**src/rtl/shifter_pipe.sv**
```systemverilog
// shifter_pipe: pipelined barrel shifter with valid/ready on both sides.
// Stage k shifts by 2^k when amount bit k is set. Saturated shifts
// (amount >= BitWidth) are resolved up front, so later stages only pass
// them through. All stages advance together when the output register is
// empty or being drained.
//
// Handshake: an operation is accepted on a rising edge where
// InValid && InReady; a result is taken on a rising edge where
// OutValid && OutReady. InReady depends only on OutValid/OutReady, and
// the outputs are held while OutValid && !OutReady.
module shifter_pipe #(
    parameter int BitWidth = 8,
    localparam int ShiftWidth = $clog2(BitWidth)
) (
    input  logic                  Clk,
    input  logic                  Rst,
    input  logic                  InValid,
    output logic                  InReady,
    input  logic                  Left,
    input  logic [1:0]            Op,
    input  logic [BitWidth-1:0]   dIN,
    input  logic [ShiftWidth:0]   ShAmount,
    output logic                  OutValid,
    input  logic                  OutReady,
    output logic [BitWidth-1:0]   dOUT,
    output logic                  CarryOut,
    output logic                  ZeroOut
);

    localparam logic [1:0] OP_LOG  = 2'b00;
    localparam logic [1:0] OP_ARI  = 2'b01;
    localparam logic [1:0] OP_ROT  = 2'b10;
    localparam logic [1:0] OP_PASS = 2'b11;

    // Payload plus sidecar carried by every pipeline register.
    typedef struct packed {
        logic                valid;
        logic                left;
        logic [1:0]          op;
        logic [ShiftWidth:0] amt;
        logic                sat;
        logic                carry;
        logic [BitWidth-1:0] data;
    } stage_t;

    stage_t prep;
    stage_t pipe_d [1:ShiftWidth];
    stage_t pipe_q [1:ShiftWidth];
    logic   advance;

    // One conditional shift by 2^k. The carry of the last stage that
    // actually shifts equals the last bit shifted out of the whole word.
    function automatic stage_t shift_stage(input stage_t s, input int k);
        stage_t r;
        int     sh;
        r  = s;
        sh = 1 << k;
        if (s.amt[k]) begin
            case (s.op)
                OP_LOG, OP_ARI: begin
                    if (s.left) begin
                        r.data  = s.data << sh;
                        r.carry = s.data[BitWidth-sh];
                    end else begin
                        if (s.op == OP_ARI) r.data = $signed(s.data) >>> sh;
                        else                r.data = s.data >> sh;
                        r.carry = s.data[sh-1];
                    end
                end
                OP_ROT: begin
                    if (s.left) r.data = (s.data << sh) | (s.data >> (BitWidth - sh));
                    else        r.data = (s.data >> sh) | (s.data << (BitWidth - sh));
                end
                default: ;
            endcase
        end
        return r;
    endfunction

    assign advance = !pipe_q[ShiftWidth].valid || OutReady;
    assign InReady = advance;

    // Input conditioning: bubbles carry a zero payload, rotate ignores the
    // top amount bit, pass-through and saturated shifts are resolved here.
    always_comb begin
        prep = '0;
        if (InValid) begin
            prep.valid = 1'b1;
            prep.left  = Left;
            prep.op    = Op;
            prep.amt   = ShAmount;
            prep.data  = dIN;
            case (Op)
                OP_ROT:  prep.amt[ShiftWidth] = 1'b0;
                OP_PASS: prep.amt = '0;
                default: begin
                    if (ShAmount[ShiftWidth]) begin
                        prep.sat = 1'b1;
                        prep.amt = '0;
                        prep.data = (Op == OP_ARI && !Left) ? {BitWidth{dIN[BitWidth-1]}} : '0;
                        if (ShAmount[ShiftWidth-1:0] == '0)
                            prep.carry = Left ? dIN[0] : dIN[BitWidth-1];
                        else
                            prep.carry = (Op == OP_ARI && !Left) ? dIN[BitWidth-1] : 1'b0;
                    end
                end
            endcase
        end
    end

    // Next value of every pipeline register: stage 0 works on the inputs,
    // stage k on register k.
    always_comb begin
        pipe_d[1] = shift_stage(prep, 0);
        for (int k = 1; k < ShiftWidth; k++) begin
            pipe_d[k+1] = shift_stage(pipe_q[k], k);
        end
    end

    // Pipeline registers: all move together on advance, cleared by reset.
    always_ff @(posedge Clk or posedge Rst) begin
        if (Rst) begin
            for (int k = 1; k <= ShiftWidth; k++) pipe_q[k] <= '0;
        end else if (advance) begin
            for (int k = 1; k <= ShiftWidth; k++) pipe_q[k] <= pipe_d[k];
        end
    end

    assign OutValid = pipe_q[ShiftWidth].valid;
    assign dOUT     = pipe_q[ShiftWidth].data;
    assign CarryOut = pipe_q[ShiftWidth].carry;
    assign ZeroOut  = (dOUT == '0);

endmodule
```
**config.mk**
```make
export PLATFORM = sky130hd
export DESIGN_NAME = shifter_pipe
export DESIGN_NICKNAME = d
export VERILOG_FILES = /design/src/rtl/shifter_pipe.sv
export SDC_FILE = /design/constraint.sdc
export NUM_CORES = 1
export LEC_CHECK = 0
export BUFFER_PORTS_ARGS = -buffer_cell sky130_fd_sc_hd__buf_4
export CAP_MARGIN = 30
export CELL_PAD_IN_SITES_DETAIL_PLACEMENT = 2
export CELL_PAD_IN_SITES_GLOBAL_PLACEMENT = 2
export CORE_MARGIN = 8
export CORE_UTILIZATION = 37
export CTS_CLUSTER_SIZE = 25
export DETAILED_ROUTE_END_ITERATION = 10
export PLACE_DENSITY_LB_ADDON = 0.1
export SLEW_MARGIN = 10
export SYNTH_ARGS = -nofsm -noshare
export SYNTH_HDL_FRONTEND = slang
export SYNTH_SLANG_ARGS = --single-unit
export TNS_END_PERCENT = 1
```
**constraint.sdc**
```tcl
create_clock -name Clk -period 1.9 [get_ports Clk]
set_input_delay 0.285 -clock Clk [delete_from_list [all_inputs] [get_ports Clk]]
set_output_delay 0.285 -clock Clk [all_outputs]
set_load 0.02 [all_outputs]
```
==> results.md, run 1 <==
- Maximum clock frequency: 570 MHz
- WS Path Type: reg2out
- Synth unique cells: 40
- Routed vias/inst: 5.48
- Vias: 2044
- Crit start category: flip-flop
- Synth warnings: 0
- Fin area: 2630 um2
- Post-route clock skew: 0.00765 ns
- Largest family of logic cells by synthesized area: simple AND/OR/NAND/NOR gates
- Routed len/inst: 17.0 um
- Pre-antenna DRT Iters: 4
- Number of setup buffers added after CTS: 0
- Clock Tree Root: clkbuf_8
- Fin Hold WS: 0.129 ns
- VDD IR max: 481 uV
- Post_cts resized: 0
- Top-count cell post-synth: nand2_1
- Pwr per Cell Area: 1140 nW/um2
- Initial Util: 37.5%
- LEAKAGE: 1.16 nW
- Tmin final: 1.75 ns
- Vias in the first global route: 2215
- Nets: 314
- Reg clk slew, reported paths: 0.08 ns
- Synth-to-Final Area Change: 12.6%
- Compound-gate portion of the synthesized area: 20.9%
- CP top delay family: simple AND/OR/NAND/NOR gates
- Hold Path Class: in2async
- Max-cap violations: 0
- DIE HEIGHT: 95.5 um
- Seq cells post-synth: 39
- Buf/Inv on CP: 1
- Post-synthesis xor/xnor area fraction: 0%
- Number of synthesized flops with an enable pin: 0
- # DRC: 0
- Asr flop ratio synth: 100%
- Area leader, netlist: dfrtp_1
- Hold Buf Count CTS: 0
- Layout cell share with drive strength beyond 1: 16.6%
- Initial antenna violation count: 0
- Worst Tran Pin Value: 0.494 ns
- Area contributors post-synth: dfrtp_1 (42%), nand2_1 (8.5%), o21ai_0 (4.9%)
- Fin crit share: 92.3%
- CP cell instances: or4_1 > nor2_1 > buf_4
- Post-synthesis adder-cell area fraction: 0%
- Core area: 6240 um2
- Multi-input gate area: 1180 um2
- IO buf count: 30
- N_diodes: 0
- Main synth FF type: dfrtp_1
- Register area: 976 um2
- TritonCTS clock tree: built
- Synth Area in Simple Gates: 24.9%
- Clock sink total: 39
- CTS max path bufs: 2
- Gpl congestion: 0.800
- Final wirelength: 6.33 mm
- Largest net degree at the start of global routing: 40
- Htree depth: 2
- Fillers: 733
- Post-synthesis cell count: 279
- Rel. slew slack: 67.1%
- All-Layer GR Usage: 15.0%
- Setup crit end kind: output pin
- Worst EP arrival: 1.47 ns
- Fin. Hold Viols: 0
- Outcome: completed
- Multiplexer share of the synthesized area: 4.71%
- Crit-path max FO: 3
- Post-placement cell count: 365
- Max Transition Viols Final: 0
- First-pass GRT wire length: 10.8 mm
- Die width: 95.5 um
- Mapped cell area: 2340 um2
- Clk_lat worst skew: 0.29 ns
- Post-route setup slack: 0.145 ns
- Num rows: 29
- Number of buffers created by CTS: 5
- Post-synthesis sequential area ratio: 41.7%
- Post-DP HPWL: 4.95 mm
- Post-DP Area: 2550 um2
- Total Neg Setup Slack: 0 ns
- # setup viols final: 0
- Fin cells: 373
- Full die area: 9120 um2
- # IOs: 31
- Pre-CTS setup slack: 0.402 ns
- RSZ-0062 raised after global routing: false
- Initial DRC count: 32
- ANT nets after route: 0
- Post-synth top area share: 41.7%
- Crit path required time: 1.62 ns
- Mean post-synth cell area: 8.39 um2
- Slowest cell delay on critical path: 0.53 ns
- Post-Syn Nets: 298
- Synth cell count leaders: nand2_1 (53), dfrtp_1 (39), o21ai_0 (23), nor2_1 (21), a21oi_1 (20)
- Total gr overflow: 0
- CP max stage cell: or4_1
power breakdown:
group / internal, mW / switching (mW) / leakage (nW) / total (mW)
clock: 0.251 / 0.284 / 0.0477 / 0.535
combinational: 0.469 / 0.624 / 0.621 / 1.09
sequential: 1.09 / 0.275 / 0.496 / 1.36
kinds of logic (layout without fill, tap and decap cells):
kind of cell | count (synthesis) | in the layout
compound gates | 78 | 78
buf+inv | 32 | 49
flops | 39 | 39
mux | 11 | 11
simple gates | 119 | 119
metrics by stage:
step | power (mW) | utilization (%)
global placement | 2.47 | 40.9
CTS | 3.06 | 42.2
finish | 2.99 | 42.2
global route | 3.22 | 42.2
floorplan | 2.15 | -
detailed placement | 2.51 | 40.9
per-layer routing:
metal  routed length [um]  vias up  track usage (%)
li1                     -     1013                -
met1                 2720      992             16.7
met2                 3290       33             27.9
met3                  227        6             2.36
met4                   94        0             5.63
met5                    0        -                0
tightest hold or removal path, cell delays in order:
cell	delay, ns
buf_4	0.11
inv_1	0.05
buf_4	0.43
state kept, by name, summed over array words and instances, names as in the netlist:
| name | count |
|---|---|
| CarryOut | 1 |
| pipe_q | 18 |
| dOUT | 8 |
| pipe_d | 11 |
| OutValid | 1 |
path summary, 6_finish.rpt:
kind | end | slack [ns] | startpoint | depth (start not counted)
min in group Clk | pipe_d[29] | 0.26 | ShAmount[1] | 3
max in group asynchronous | pipe_q[38] | 1.43 | Rst | 3
setup reg to reg | pipe_q[38] | 0.54 | OutValid | 5
setup / recovery | ZeroOut | 0.15 | dOUT[4] | 3
hold reg to reg | pipe_d[17] | 0.46 | pipe_d[17] | 2
hold / removal | dOUT[3] | 0.13 | Rst | 3
cells in the final DEF, fill, tap and decap left out, drive strengths merged, types with 2 or more instances in the layout:
cell and count:
nand2b 11, or4 3, clkbuf 5, buf 34
o211ai 2, nor2b 3, nand3b 2, nor2 21
o221ai 2, inv 7, a211oi 7, and2 2
a31oi 9, nor3b 2, clkinv 3, a32o 3
mux2i 11, o21ai 25, dfrtp 39, nand3 16
nand4 3, a21boi 3, a21oi 20, nand2 53
a221o 4
cell type report:
cell class,instances,share of cell area (%)
multi-input combinational,208,44.9
sequential,39,37.1
clock buffer,5,2.61
inverter,7,0.998
timing repair buffer,34,10.2
clock inverter,3,0.570
tap,77,3.66
Note: power is estimated with default switching activity, not from simulation.
==> inputs of run 2 (changes only) <==
--- a/config.mk
+++ b/config.mk
@@ -5,12 +5,13 @@
 export SDC_FILE = /design/constraint.sdc
 export NUM_CORES = 1
 export LEC_CHECK = 0
+export ABC_AREA = 1
 export BUFFER_PORTS_ARGS = -buffer_cell sky130_fd_sc_hd__buf_4
 export CAP_MARGIN = 30
 export CELL_PAD_IN_SITES_DETAIL_PLACEMENT = 2
 export CELL_PAD_IN_SITES_GLOBAL_PLACEMENT = 2
 export CORE_MARGIN = 8
-export CORE_UTILIZATION = 37
+export CORE_UTILIZATION = 35
 export CTS_CLUSTER_SIZE = 25
 export DETAILED_ROUTE_END_ITERATION = 10
 export PLACE_DENSITY_LB_ADDON = 0.1
==> run 2 against run 1 <==
  * Sequential power fell by 3%
  * First-iteration DRC count rose by 100%
  * Largest cell class unchanged
  * Worst hold slack got worse by 0.016 ns
  * Global-route usage rose by 0.64 points
  * Routed wire length rose by 13%
  * Design area rose by 4.9%
  * Worst setup slack improved by 0.0048 ns
  * Non-clock buffer count rose by 4
==> results.md, run 2 <==
- Outcome: completed
- CTS max path bufs: 2
- Total Neg Setup Slack: 0 ns
- Rel. slew slack: 67.3%
- Vias in the first global route: 2559
- Post-synthesis sequential area ratio: 40.4%
- Clk_lat worst skew: 0.29 ns
- Pre-antenna DRT Iters: 4
- Routed len/inst: 16.4 um
- Num rows: 30
- Synth cell count leaders: nand2_1 (79), inv_1 (44), dfrtp_1 (39), o21ai_0 (39), a21oi_1 (24)
- Mean post-synth cell area: 7.19 um2
- Post-synthesis cell count: 336
- Core area: 6720 um2
- Clock sink total: 39
- LEAKAGE: 1.38 nW
- Hold Buf Count CTS: 0
- Initial Util: 35.9%
- ANT nets after route: 0
- Asr flop ratio synth: 100%
- Full die area: 9810 um2
- Worst EP arrival: 1.46 ns
- Most flop-heavy register: pipe_q
- Gpl congestion: 0.813
- Mapped cell area: 2410 um2
- Pwr per Cell Area: 1250 nW/um2
- Post-route clock skew: 0.00529 ns
- Crit-path max FO: 3
- # DRC: 0
- Post-Syn Nets: 355
- All-Layer GR Usage: 15.7%
- DRT met1 WL: 2.94 mm
- Reg clk slew, reported paths: 0.08 ns
- Nets: 375
- Maximum clock frequency: 572 MHz
- Die width: 99.1 um
- Final wirelength: 7.18 mm
- Worst Tran Pin Value: 0.491 ns
- DIE HEIGHT: 99.1 um
- Total gr overflow: 0
- WL met2: 3.87 mm
- VDD IR max: 339 uV
- Area contributors post-synth: dfrtp_1 (40%), nand2_1 (12%), o21ai_0 (8.1%)
- Crit path required time: 1.62 ns
- First-pass GRT wire length: 12.6 mm
- Initial antenna violation count: 0
- Htree depth: 2
- Number of synthesized flops with an enable pin: 0
- Most common cell after layout, fill and taps aside: nand2_1
- Clock Tree Root: clkbuf_8
- Hold Path Class: in2async
- Fillers: 825
- N_diodes: 0
- Seq cells post-synth: 39
- Synth-to-Final Area Change: 14.4%
- Tmin final: 1.75 ns
- Number of setup buffers added after CTS: 0
- Main synth FF type: dfrtp_1
- IO buf count: 30
- Synth warnings: 0
- Post-DP Area: 2630 um2
- Fin area: 2760 um2
- Layout cell share with drive strength beyond 1: 15.7%
- Top-count cell post-synth: nand2_1
- Area leader, netlist: dfrtp_1
- Max FFs per register: 18
- Max layer used: met4
- Largest net degree at the start of global routing: 40
- TritonCTS clock tree: built
- Post-DP HPWL: 5.50 mm
- Post_cts resized: 0
- Max-cap violations: 0
- Met3 routed WL: 227 um
- # IOs: 31
- Setup crit end kind: output pin
- Synth unique cells: 31
- Routed vias/inst: 5.29
- Most frequent cells in the layout: nand2_1 (79), inv_1 (44), dfrtp_1 (39), o21ai_0 (39), buf_4 (38)
- RSZ-0062 raised after global routing: false
- Max Transition Viols Final: 0
- Fin crit share: 92.1%
- Crit start category: flip-flop
- Fin. Hold Viols: 0
- Post-synth top area share: 40.4%
- Initial DRC count: 64
- # setup viols final: 0
- Number of buffers created by CTS: 5
- WS Path Type: reg2out
- Vias: 2311
run 2: cell types whose count changed after synthesis, moves of 5 or more:
cell,delta
a211oi_1,-6
nand2b_1,-10
a31oi_1,-8
o211ai_1,+11
nand2_1,+26
o21ai_0,+16
nand3_1,+5
mux2i_1,-11
inv_1,+38
run 2: report_power, final:
part	switching (mW)	total, mW	leakage (nW)	internal [mW]
logic	0.850	1.33	0.819	0.477
registers	0.217	1.32	0.492	1.10
clock network	0.297	0.822	0.0654	0.525
run 2: worst max-delay path: stages, from the launching register on:
cell	delay, ns
dfrtp_1	0.39
or4_1	0.54
nor2_1	0.10
buf_4	0.14
run 2: final cells by class:
| class | instances | area (um2) | share of cell area [%] |
|---|---|---|---|
| timing repair buffer | 38 | 285 | 10.3 |
| clock inverter | 2 | 60.1 | 2.17 |
| multi-input combinational | 226 | 1100 | 39.7 |
| sequential | 39 | 976 | 35.3 |
| clock buffer | 6 | 72.6 | 2.63 |
| tap | 80 | 100 | 3.62 |
| inverter | 46 | 173 | 6.25 |
run 2: per-stage QoR:
stage	total power, mW	hold WS, ns	setup WS, ns	util (%)	cells
final	3.47	0.113	0.150	41.1	437
after global routing	3.72	0.158	0.0787	41.1	437
after CTS	3.53	0.123	0.105	41.1	437
after detailed placement	2.68	0.448	0.365	39.1	429
after global placement	2.60	0.442	0.440	39.1	429
after floorplan	2.27	0.426	0.441	-	336
run 2: kinds of logic after synthesis:
family                 synth area share (%)
DFF                                    40.4
and+or+nand+nor                        23.5
buffers and inverters                  14.2
AOI/OAI and AO/OA                      21.9
run 2: path summary, 6_finish.rpt:
kind	from	endpoint	slack, ns	depth (start not counted)
setup / recovery	dOUT[4]	ZeroOut	0.15	3
hold / removal	Rst	dOUT[2]	0.11	3
setup reg to reg	pipe_d[12]	dOUT[0]	0.35	7
hold reg to reg	pipe_d[17]	OutValid	0.48	1
max in group asynchronous	Rst	pipe_q[41]	1.45	3
min in group Clk	ShAmount[2]	pipe_d[30]	0.25	3
run 2: routing by layer:
metal	global-route usage [%]	up-vias
li1	-	1128
met1	16.7	1136
met2	29.8	36
met3	2.89	11
met4	5.47	0
met5	0	-
==> inputs of run 3 (changes only) <==
==> constraint.sdc (replaced) <==
create_clock -name Clk -period 2.2 [get_ports Clk]
set_input_delay 0.33 -clock Clk [delete_from_list [all_inputs] [get_ports Clk]]
set_output_delay 0.33 -clock Clk [all_outputs]
set_load 0.02 [all_outputs]
==> run 3 against run 2 <==
  * Routed wire length down 1.3%
  * Clock skew shrank 0.00070 ns
  * Sequential share of layout area up 0.60 points
  * Worst setup slack better by 0.24 ns
  * Global-route usage fell by 0.15 points
  * Die area did not move
  * Worst hold slack gained 0.036 ns
  * Power is 20% lower
  * Critical path type unchanged
==> results.md, run 3 (synthesis gave the netlist of run 2 again) <==
- Outcome: completed
- Hold Buf Count CTS: 0
- Routed len/inst: 16.3 um
- Post_cts resized: 0
- All-Layer GR Usage: 15.5%
- Crit path required time: 1.87 ns
- Worst EP arrival: 1.48 ns
- # IOs: 31
- N_diodes: 0
- Gpl congestion: 0.811
- VDD IR max: 293 uV
- Fillers: 832
- Core area: 6720 um2
- Buf/Inv on CP: 1
- Largest net degree at the start of global routing: 41
- # setup viols final: 0
- Max-cap violations: 0
- Post-route clock skew: 0.00459 ns
- CTS max path bufs: 2
- Clk_lat worst skew: 0.30 ns
- Full die area: 9810 um2
- Initial DRC count: 105
- Synth-to-Final Area Change: 12.5%
- Crit-path max FO: 3
- WS Path Type: reg2out
- DIE HEIGHT: 99.1 um
- Layout cell share with drive strength beyond 1: 15.5%
- Fin crit share: 82.4%
- Multi-input gate area: 1100 um2
- Fin. Hold Viols: 0
- LEAKAGE: 1.35 nW
- Rel. slew slack: 66.8%
- Overall power: 2.77 mW
- Htree depth: 2
- Number of buffers created by CTS: 5
- Pre-antenna DRT Iters: 4
- CP top delay family: simple AND/OR/NAND/NOR gates
- Max Transition Viols Final: 0
- # DRC: 0
- Initial antenna violation count: 0
- Slowest cell delay on critical path: 0.54 ns
- Setup crit end kind: output pin
- Most common cell after layout, fill and taps aside: nand2_1
- Total gr overflow: 0
- CP cell instances: or4_1 > nor2_1 > buf_4
- Maximum clock frequency: 552 MHz
- Final wirelength: 7.09 mm
- Die width: 99.1 um
- Pwr per Cell Area: 1020 nW/um2
- RSZ-0062 raised after global routing: false
- Crit start category: flip-flop
- Pre-CTS setup slack: 0.641 ns
- Vias: 2291
- Levels on crit path: 3
- Vias in the first global route: 2553
- ANT nets after route: 0
- Initial Util: 35.9%
- Routed vias/inst: 5.27
- Num rows: 30
- Nets: 373
- Post-DP HPWL: 5.41 mm
- Hold Path Class: in2async
- FF-to-FF path depth: 7
- Tmin final: 1.81 ns
- Most frequent cells in the layout: nand2_1 (79), inv_1 (44), dfrtp_1 (39), o21ai_0 (39), buf_4 (35)
- Max FFs per register: 18
- Clock sink total: 39
- CP max stage cell: or4_1
- Register area: 976 um2
- IO buf count: 30
- Number of setup buffers added after CTS: 0
- TritonCTS clock tree: built
- Worst Tran Pin Value: 0.498 ns
- Total Neg Setup Slack: 0 ns
- First-pass GRT wire length: 12.4 mm
- Reg clk slew, reported paths: 0.08 ns
- Most flop-heavy register: pipe_q
- Clock Tree Root: clkbuf_8
- Post-route setup slack: 0.387 ns
==> run 3: cell count changes in the layout (fill, tap and decap cells not counted) <==
cell        change
clkbuf_1        -1
buf_4           -3
bufinv_16       -2
buf_12          +1
clkinv_2        +1
clkinvlp_4      +2
==> run 3: worst min-delay path, cell delays in order <==
cell and delay [ns]:
buf_4 0.10, inv_1 0.04, buf_4 0.42
==> run 3: path summary, 6_finish.rpt <==
| path | start | end | slack, ns |
|---|---|---|---|
| max in group asynchronous | Rst | pipe_q[37] | 1.71 |
| min reg2reg | pipe_d[17] | OutValid | 0.48 |
| min in group Clk | ShAmount[2] | pipe_d[30] | 0.29 |
| max | dOUT[4] | ZeroOut | 0.39 |
| max reg2reg | pipe_d[12] | dOUT[4] | 0.66 |
| min | Rst | pipe_d[12] | 0.15 |
==> run 3: routing by layer <==
metal  track usage [%]  wire length, um  up-vias
li1                  -                -     1129
met1              16.8             2870     1111
met2              28.6             3840       38
met3              2.54              217       13
met4              7.10              159        0
met5                 0                0        -
==> run 3: power by group <==
part,switching (mW),internal [mW]
Combinational,0.722,0.416
Clock,0.272,0.221
Sequential,0.187,0.950
==> run 3: through the flow <==
step / std cells / cell area [um2] / utilization (%) / hold slack (ns)
after global placement: 427 / 2630 / 39.1 / 0.447
final: 435 / 2720 / 40.4 / 0.150
after detailed placement: 427 / 2630 / 39.1 / 0.466
after floorplan: 336 / 2410 / - / 0.440
after global routing: 435 / 2720 / 40.4 / 0.199
after CTS: 435 / 2720 / 40.4 / 0.164
==> run 3: cell type report <==
cell class | count | area share (%)
clock buffers | 5 | 2.53
clock inverters | 3 | 0.737
inverters | 46 | 6.36
multi-input cells | 226 | 40.3
well taps | 80 | 3.68
repair buffers | 36 | 10.4
flip-flops and latches | 39 | 35.9
